## src/rtl/universal_sr_pkg.sv

```systemverilog
// Mode encoding shared by the universal shift register and its bit-slice cells.
package universal_sr_pkg;

    typedef enum logic [1:0] {
        MODE_HOLD = 2'b00,
        MODE_SHR  = 2'b01,
        MODE_SHL  = 2'b10,
        MODE_LOAD = 2'b11
    } mode_t;

    // sel is declared [0:1] with sel[0] as the MSB, so the bits are reordered explicitly.
    function automatic mode_t to_mode(input logic [0:1] sel);
        return mode_t'({sel[0], sel[1]});
    endfunction

endpackage

```

## src/rtl/usr_cell.sv

```systemverilog
// One bit slice: 4:1 mux (hold, right neighbour, left neighbour, parallel bit) feeding a flop
// with synchronous active-high clear.
module usr_cell
    import universal_sr_pkg::*;
(
    input  logic  clk,
    input  logic  clr,
    input  mode_t mode,
    input  logic  right_in,
    input  logic  left_in,
    input  logic  par_in,
    output logic  q
);

    logic next_q;

    always_comb begin
        next_q = q;
        unique case (mode)
            MODE_HOLD: next_q = q;
            MODE_SHR:  next_q = right_in;
            MODE_SHL:  next_q = left_in;
            MODE_LOAD: next_q = par_in;
            default:   next_q = q;
        endcase
    end

    // NOTE: clear has priority over every mode and is sampled only on the clock edge.
    always_ff @(posedge clk) begin
        if (clr) q <= 1'b0;
        else     q <= next_q;
    end

endmodule

```

## src/rtl/universal_sr.sv

```systemverilog
// Universal shift register: hold, shift right, shift left, parallel load.
// Define UNIVERSAL_SR_ROTATE_EN to make shifts rotate instead of taking serial-in from M.
module universal_sr
    import universal_sr_pkg::*;
#(
    parameter int WIDTH = 4
) (
    input  logic             clr,
    input  logic             clk,
    input  logic [0:1]       sel,
    input  logic [WIDTH-1:0] M,
    output logic [WIDTH-1:0] Q
);

    mode_t            mode;
    logic             sin_r;
    logic             sin_l;
    logic [WIDTH-1:0] right_src;
    logic [WIDTH-1:0] left_src;

    assign mode = to_mode(sel);

`ifdef UNIVERSAL_SR_ROTATE_EN
    assign sin_r = Q[0];
    assign sin_l = Q[WIDTH-1];
`else
    assign sin_r = M[WIDTH-1];
    assign sin_l = M[0];
`endif

    // Per-bit source for each shift direction, with serial-in at the open end.
    assign right_src = {sin_r, Q[WIDTH-1:1]};
    assign left_src  = {Q[WIDTH-2:0], sin_l};

    for (genvar i = 0; i < WIDTH; i++) begin : g_cell
        usr_cell u_cell (
            .clk      (clk),
            .clr      (clr),
            .mode     (mode),
            .right_in (right_src[i]),
            .left_in  (left_src[i]),
            .par_in   (M[i]),
            .q        (Q[i])
        );
    end

endmodule

```

## config.mk

```make
export PLATFORM = sky130hd
export DESIGN_NAME = universal_sr
export DESIGN_NICKNAME = d
export VERILOG_FILES = /design/src/rtl/universal_sr_pkg.sv /design/src/rtl/usr_cell.sv /design/src/rtl/universal_sr.sv
export SDC_FILE = /design/constraint.sdc
export NUM_CORES = 1
export LEC_CHECK = 0
export ABC_AREA = 0
export CAP_MARGIN = 0
export CORE_AREA = 2 2 39 41
export DETAILED_ROUTE_END_ITERATION = 10
export DIE_AREA = 0 0 41 43
export SETUP_SLACK_MARGIN = 0.1
export SLEW_MARGIN = 10
export SYNTH_ARGS = -nofsm -noshare
export SYNTH_HDL_FRONTEND = slang
export SYNTH_SLANG_ARGS = --single-unit
```

## constraint.sdc

```tcl
create_clock -name clk -period 1.4 [get_ports clk]
set_input_delay 0.35 -clock clk [delete_from_list [all_inputs] [get_ports clk]]
set_output_delay 0.35 -clock clk [all_outputs]
set_load 0.02 [all_outputs]
```

Word-level counts from Yosys, hierarchy flattened
Index checks and enable logic that the tools add are counted.

operators by class
  multiplexer cells = 4
  reduce and logical (&&, ||, !) cells = 3
  equal/unequal tests = 3

operators by type and width
  cell                number
  $pmux 1 s3          2
  $eq 2x2->1 const B  2
  $pmux 1 s2          2
  $reduce_or 2->1     2
  $eq 2x1->1 const B  1
  $logic_not 2->1     1

word-level totals
  logic and storage cells = 14
  bits in registers = 4
  input port bits = 8
  output and inout port bits = 4

Logic depth before layout (Yosys ltp)
Gate-level depths: netlist of run 1.

  depth after elaboration = 3
  gate-level depth with buffers = 2
  mapped depth without buffers = 2

By module
Synthesis of run 1 repeated with hierarchy kept, for this count alone.

second synthesis, totals
  cells, all modules = 12
  area, all modules = 225.2 sq um

by module, submodules not included
  module    area each (sq um)  times used  seq. area each (sq um)  cells each
  usr_cell  56.3               4           20.0                    3

Worst setup path after synthesis of run 1
No wires, ideal clock.

  path kind = input to register
  start point = input port sel[0] (netlist name)
  end point = register g_cell[1].u_cell.q
  required time = 1288 ps
  path buffers = 0
  arrival = 937 ps
  stages on the path = 2
  library setup time = 112 ps
  setup slack = 351 ps
  path through = mux4_2 > nor2b_4

between the ends
  word-level cells in the longest chain between the ends = 2
  elaborated cells between the ends (all ways) = 5
  those cells by class = eq/ne: 3; mux: 1; reduce/logical: 1

ends and longest elaborated chain
  what                                             line                source
  start: declaration                               universal_sr.sv:10  input logic [0:1] sel,
  $eq 2x2->1 / $eq 2x1->1 (equally long branches)  usr_cell.sv:19      unique case (mode)
  $pmux 1 s3                                       usr_cell.sv:19
  end signal: assignment                           usr_cell.sv:31      else q <= next_q;
  end: declaration                                 usr_cell.sv:12      output logic q

Parallel ways exist; a longest one is shown, timed or not.
A chain may end at the register's enable or synchronous reset.

Worst setup path in the final report of run 1
  start point = register g_cell[0].u_cell.q
  end point = output port Q[0]

RTL lines
  what                      line                source
  start: declaration        usr_cell.sv:12
  start signal: assignment  usr_cell.sv:31
  end: declaration          universal_sr.sv:12  output logic [WIDTH-1:0] Q

No word-level cell between the ends.

==> impl_metrics.toml, run 1 <==
[logic_synthesis]
ys_ff_latch = 4
synthCells = 20
ys_types = 8
syn-cell-area_um2 = 237.7
synth_nets = 28
avgSynthCellArea_um2 = 11.89
yosys_warnings = 0
synth-seq-area-share = 0.3368

[worst_setup_path]
crit_required_ns = 1.05
r2r_start = "g_cell[2].u_cell.q$_SDFFE_PP0P_"
crit_fanout = 3
cp.buffers_inverters = 1
path_cells = "clkdlybuf4s15_1"
cp-start-kind = "flop"
slowest_delay_ns = 0.34
cp-end-kind = "primary output"
critPathSlowestCell = "dfxtp_1"
worstSetupPathType = "flop to primary output"
cpLargestDelayFamily = "flip-flops"
r2r_slack_ns = 0.36
reg2reg_depth = 2
timing.rr.end = "g_cell[1].u_cell.q$_SDFFE_PP0P_"
cp.arrival_ns = 0.89

[global_routing]
grt_max_degree = 5
grt_first_pass_wirelength_um = 779
grt.overflow.total = 0
grt_antenna_before_repair = 0
first_global_vias = 192
grt.total_usage = 0.07251

[placed_design]
gp_congestion = 0.6623
dp_slack_ns = -0.2211
placed_cells = 45
port_buffers = 11
placed_area_um2 = 352.8

[sta]
drv_slew = 0
hold_viol = 0
rsz0062_at_grt = "no"
setup_viol = 0
slew_headroom = 0.8191
fmax_mhz = 807.3
worst_pin_slew_ns = 0.2705
fin_ws_ns = 0.1612
min_period_ns = 1.239
fin_crit_sh = 0.8848
setup_tns_ns = 0
fin_skew_ns = 0.003615

[clock_tree]
cts.sink_count = 4
clkLatencyLatePin_ns = 0.24
tritoncts = "built"
post_cts_resized = 7
clk_pin_slew_ns = 0.04
holdBufCountCts = 0
post_cts_buffers = 0
cts_max_path_buffers = 2
h-tree-depth = 1
cts_root_buf = "clkbuf_4"
cts-buffers-inserted = 3

[run_status]
status = "completed"

[final_layout]
largestRegisters = "g_cell.u_cell.q: 4 flops"
largest_register_ffs = 4
insertedDiodeCount = 0
drive_above_1_share = 0.3438
nNetsFinal = 42
largest_register = "g_cell.u_cell.q"
mostFrequentLayoutCell = "clkdlybuf4s50_1"
instances_no_fill = 48
fin_area_um2 = 362.8
syn_to_final_growth_pct = 52.63
final_cell_mix = "clkdlybuf4s50_1, dfxtp_1, clkbuf_4"

[drt]
drt_iter0_markers = 8
totalWireLength_um = 480
via_count = 192
drtPass1Iterations = 4
via_per_inst = 4.000
drcViolationCount = 0
ant_nets = 0
wl_per_cell_um = 10.00

[hold_path]
min_from = "g_cell[0].u_cell.q$_SDFFE_PP0P_"
hold_path.class = "flop to flop"
hold_depth = 2
min_to = "g_cell[0].u_cell.q$_SDFFE_PP0P_"

[die]
ios = 12
core_um2 = 1384
rows = 14
die_w_um = 41
die_area_um2 = 1763
die-height_um = 43
start_util = 0.1718

[pwr]
power_mw = 0.3529
powerDensity_nw_per_um2 = 972.6
irDropWorstVdd_mv = 0.3222
leakage_nw = 0.1555

[flow_run]
drv_cap = 0
-- cell type report --
| type | count | area [um2] |
|---|---|---|
| Inverter | 2 | 7.507 |
| Multi-Input combinational cell | 10 | 120.1 |
| Clock buffer | 3 | 22.52 |
| Fill cell | 143 | 1021 |
| Timing Repair Buffer | 13 | 112.6 |
| Tap cell | 16 | 20.02 |
| Sequential cell | 4 | 80.08 |
-- Yosys cell counts --
master	number	area share
buf_4	4	0.13
nor2b_4	2	0.12
mux4_2	2	0.19
nor2b_1	2	0.053
inv_1	2	0.032
dfxtp_1	4	0.34
a211oi_1	2	0.063
mux2i_1	2	0.084
-- through the flow --
step | hold slack [ns] | utilization
2_1_floorplan | 0.4143 | -
3_3_place_gp | 0.5700 | 0.2550
3_5_place_dp | 0.5654 | 0.2550
4_1_cts | 0.5729 | 0.2667
5_1_grt | 0.6086 | 0.2622
6_report | 0.5728 | 0.2622
-- how the worst max path moves through the flow --
| stage | from | end | cells after the start |
|---|---|---|---|
| finish | g_cell[0].u_cell.q$_SDFFE_PP0P_ | Q[0] | 1 |
| global route | g_cell[0].u_cell.q$_SDFFE_PP0P_ | Q[0] | 1 |
| CTS | g_cell[1].u_cell.q$_SDFFE_PP0P_ | Q[1] | 1 |
| detailed placement | sel[1] | g_cell[2].u_cell.q$_SDFFE_PP0P_ | 3 |
| global placement | sel[1] | g_cell[2].u_cell.q$_SDFFE_PP0P_ | 3 |
| floorplan | sel[0] | g_cell[1].u_cell.q$_SDFFE_PP0P_ | 2 |
-- per-layer routing --
metal	global-route usage	share of wire	up-vias
met3	0.03141	0.090	0
met5	0	0	-
li1	-	-	91
met1	0.09091	0.47	91
met2	0.08125	0.44	10
met4	0.08000	0	0
-- report_power, final --
part	switching, mW	total, mW	internal (mW)
sequential	0.00713	0.130	0.122
combinational	0.0284	0.0751	0.0467
clock	0.0520	0.148	0.0962
-- kinds of logic after synthesis --
family / after synthesis / share of synthesized area
flip-flops: 4 / 0.3369
AO/OA/AOI/OAI: 2 / 0.06314
buffers and inverters: 6 / 0.1579
multiplexers: 4 / 0.2737
AND/OR/NAND/NOR: 4 / 0.1684
(Power assumes the default switching activity.)
==> inputs of run 2 (changes only) <==
SKIP_LAST_GASP = 1   (was unset)
==> results of run 2 <==
Same layout as run 1: the final DEF is identical, and so are final timing and power.
==> inputs of run 3 (changes only) <==
clock period = 1.05 ns   (was 1.4 ns; I/O delays follow)
==> impl_metrics.toml, run 3 (synthesis gave the netlist of run 1 again) <==
[final_layout]
nFillCells = 154
instances_no_fill = 53
mostFrequentLayoutCell = "buf_6"
nNetsFinal = 47
largestRegisters = "g_cell.u_cell.q: 4 flops"
drive_above_1_share = 0.5946
largest_register_ffs = 4
seq_area_um2 = 85.08
largest_register = "g_cell.u_cell.q"
insertedDiodeCount = 0
final_cell_mix = "buf_6, dfxtp_2, dlygate4sd2_1, buf_4"
fin_area_um2 = 422.9
syn_to_final_growth_pct = 77.89
multi_input_area_um2 = 120.1

[placed_design]
gp_congestion = 0.7022
placed_area_um2 = 382.9
port_buffers = 11
placed_cells = 49
dp_hpwl_um = 394.2

[drt]
wl_per_cell_um = 9.547
totalWireLength_um = 506
via_per_inst = 3.849
drcViolationCount = 0
drt_iter0_markers = 0
via_count = 204
drtPass1Iterations = 1
ant_nets = 0

[pwr]
power_mw = 0.5027
power_frac_clock = 0.398
switching_power_mw = 0.1237
netSwitchingFraction = 0.2460
powerDensity_nw_per_um2 = 1189
comb_power_share = 0.258
power_frac_seq = 0.344
irDropWorstVdd_mv = 0.3831
leakage_nw = 0.1939
p_int_mw = 0.3790

[sta]
drv_slew = 0
fin_hold_ws_ns = 0.5703
fin_crit_sh = 1.056
fin_skew_ns = 0.002409
slew_headroom = 0.8131
min_period_ns = 1.109
setup_tns_ns = -0.1169
fin_ws_ns = -0.05922
worst_pin_slew_ns = 0.2795
setup_viol = 2
rsz0062_at_grt = "yes"
hold_viol = 0
fmax_mhz = 901.5

[worst_setup_path]
crit_required_ns = 1.17
cp-end-kind = "flop"
r2r_start = "g_cell[2].u_cell.q$_SDFFE_PP0P_"
setup.worst_path.start = "g_cell[2].u_cell.q$_SDFFE_PP0P_"
worstSetupEndpoint = "g_cell[1].u_cell.q$_SDFFE_PP0P_"
r2r_slack_ns = -0.06
cp.arrival_ns = 1.23
crit_fanout = 3
reg2reg_depth = 3
worstSetupPathType = "flop to flop"
cp-start-kind = "flop"
timing.rr.end = "g_cell[1].u_cell.q$_SDFFE_PP0P_"

[global_routing]
grt_antenna_before_repair = 0
grt_max_degree = 5
grt.total_usage = 0.07042
grt.overflow.total = 0
first_global_vias = 206
grt_first_pass_wirelength_um = 772

[run_status]
failed_checks = "setup timing"
status = "finished, violations left"

[flow_run]
drv_cap = 0

[die]
start_util = 0.1718
core_um2 = 1384
die_area_um2 = 1763
ios = 12
rows = 14
die_w_um = 41
die-height_um = 43

[clock_tree]
cts_max_path_buffers = 2
clk_pin_slew_ns = 0.04
holdBufCountCts = 0
cts_root_buf = "clkbuf_4"
h-tree-depth = 1
tritoncts = "built"
cts.sink_count = 4
clkLatencyLatePin_ns = 0.24
cts-buffers-inserted = 3

[hold_path]
hold_path.class = "primary input to flop"
hold_depth = 3
[run 3: how the worst min path moves through the flow]
stage | startpoint | to | slack [ns]
floorplan | clr | g_cell[1].u_cell.q$_SDFFE_PP0P_ | 0.33
global placement | g_cell[3].u_cell.q$_SDFFE_PP0P_ | g_cell[3].u_cell.q$_SDFFE_PP0P_ | 0.68
detailed placement | g_cell[0].u_cell.q$_SDFFE_PP0P_ | g_cell[0].u_cell.q$_SDFFE_PP0P_ | 0.68
CTS | M[2] | g_cell[2].u_cell.q$_SDFFE_PP0P_ | 0.57
global route | M[2] | g_cell[2].u_cell.q$_SDFFE_PP0P_ | 0.59
finish | M[2] | g_cell[2].u_cell.q$_SDFFE_PP0P_ | 0.57
[run 3: per-layer routing]
metal / vias up / track usage / share of wire
met5: - / 0 / 0
met4: 0 / 0.08000 / 0.0079
met3: 2 / 0.03141 / 0.065
met2: 8 / 0.08125 / 0.46
met1: 92 / 0.08414 / 0.46
li1: 102 / - / -
[run 3: critical path, cell delays in order, from the launching register on]
cell,delay (ns)
dfxtp_2,0.31
buf_6,0.11
mux4_2,0.44
nor2b_4,0.13
[run 3: area by class of cell]
type,instances,area share
clock buffers,3,0.05325
multi-input cells,10,0.2840
well taps,16,0.04734
repair buffers,18,0.3964
flip-flops and latches,4,0.2012
inverters,2,0.01775
[run 3: what timing repair did]
action | 4_1_cts | 5_1_grt
buffers inserted | 1 | 0
setup endpoints to repair | 8 | 6
cloned | 0 | 0
resized for setup | 29 | 4
pin swaps | 0 | 0
[run 3: power by group through the flow]
| stage | sequential (mW) | combinational (mW) | clock (mW) |
|---|---|---|---|
| global route | 0.174 | 0.138 | 0.217 |
| CTS | 0.172 | 0.128 | 0.209 |
| global placement | 0.171 | 0.128 | 0 |
| finish | 0.173 | 0.130 | 0.200 |
| detailed placement | 0.171 | 0.129 | 0 |
| floorplan | 0.172 | 0.0627 | 0 |
[run 3: stage by stage]
stage	util	setup slack, ns
floorplan	-	0.06872
global placement	0.2767	-0.4733
detailed placement	0.2767	-0.4783
CTS	0.3029	-0.06517
global route	0.3056	-0.08557
finish	0.3056	-0.05922
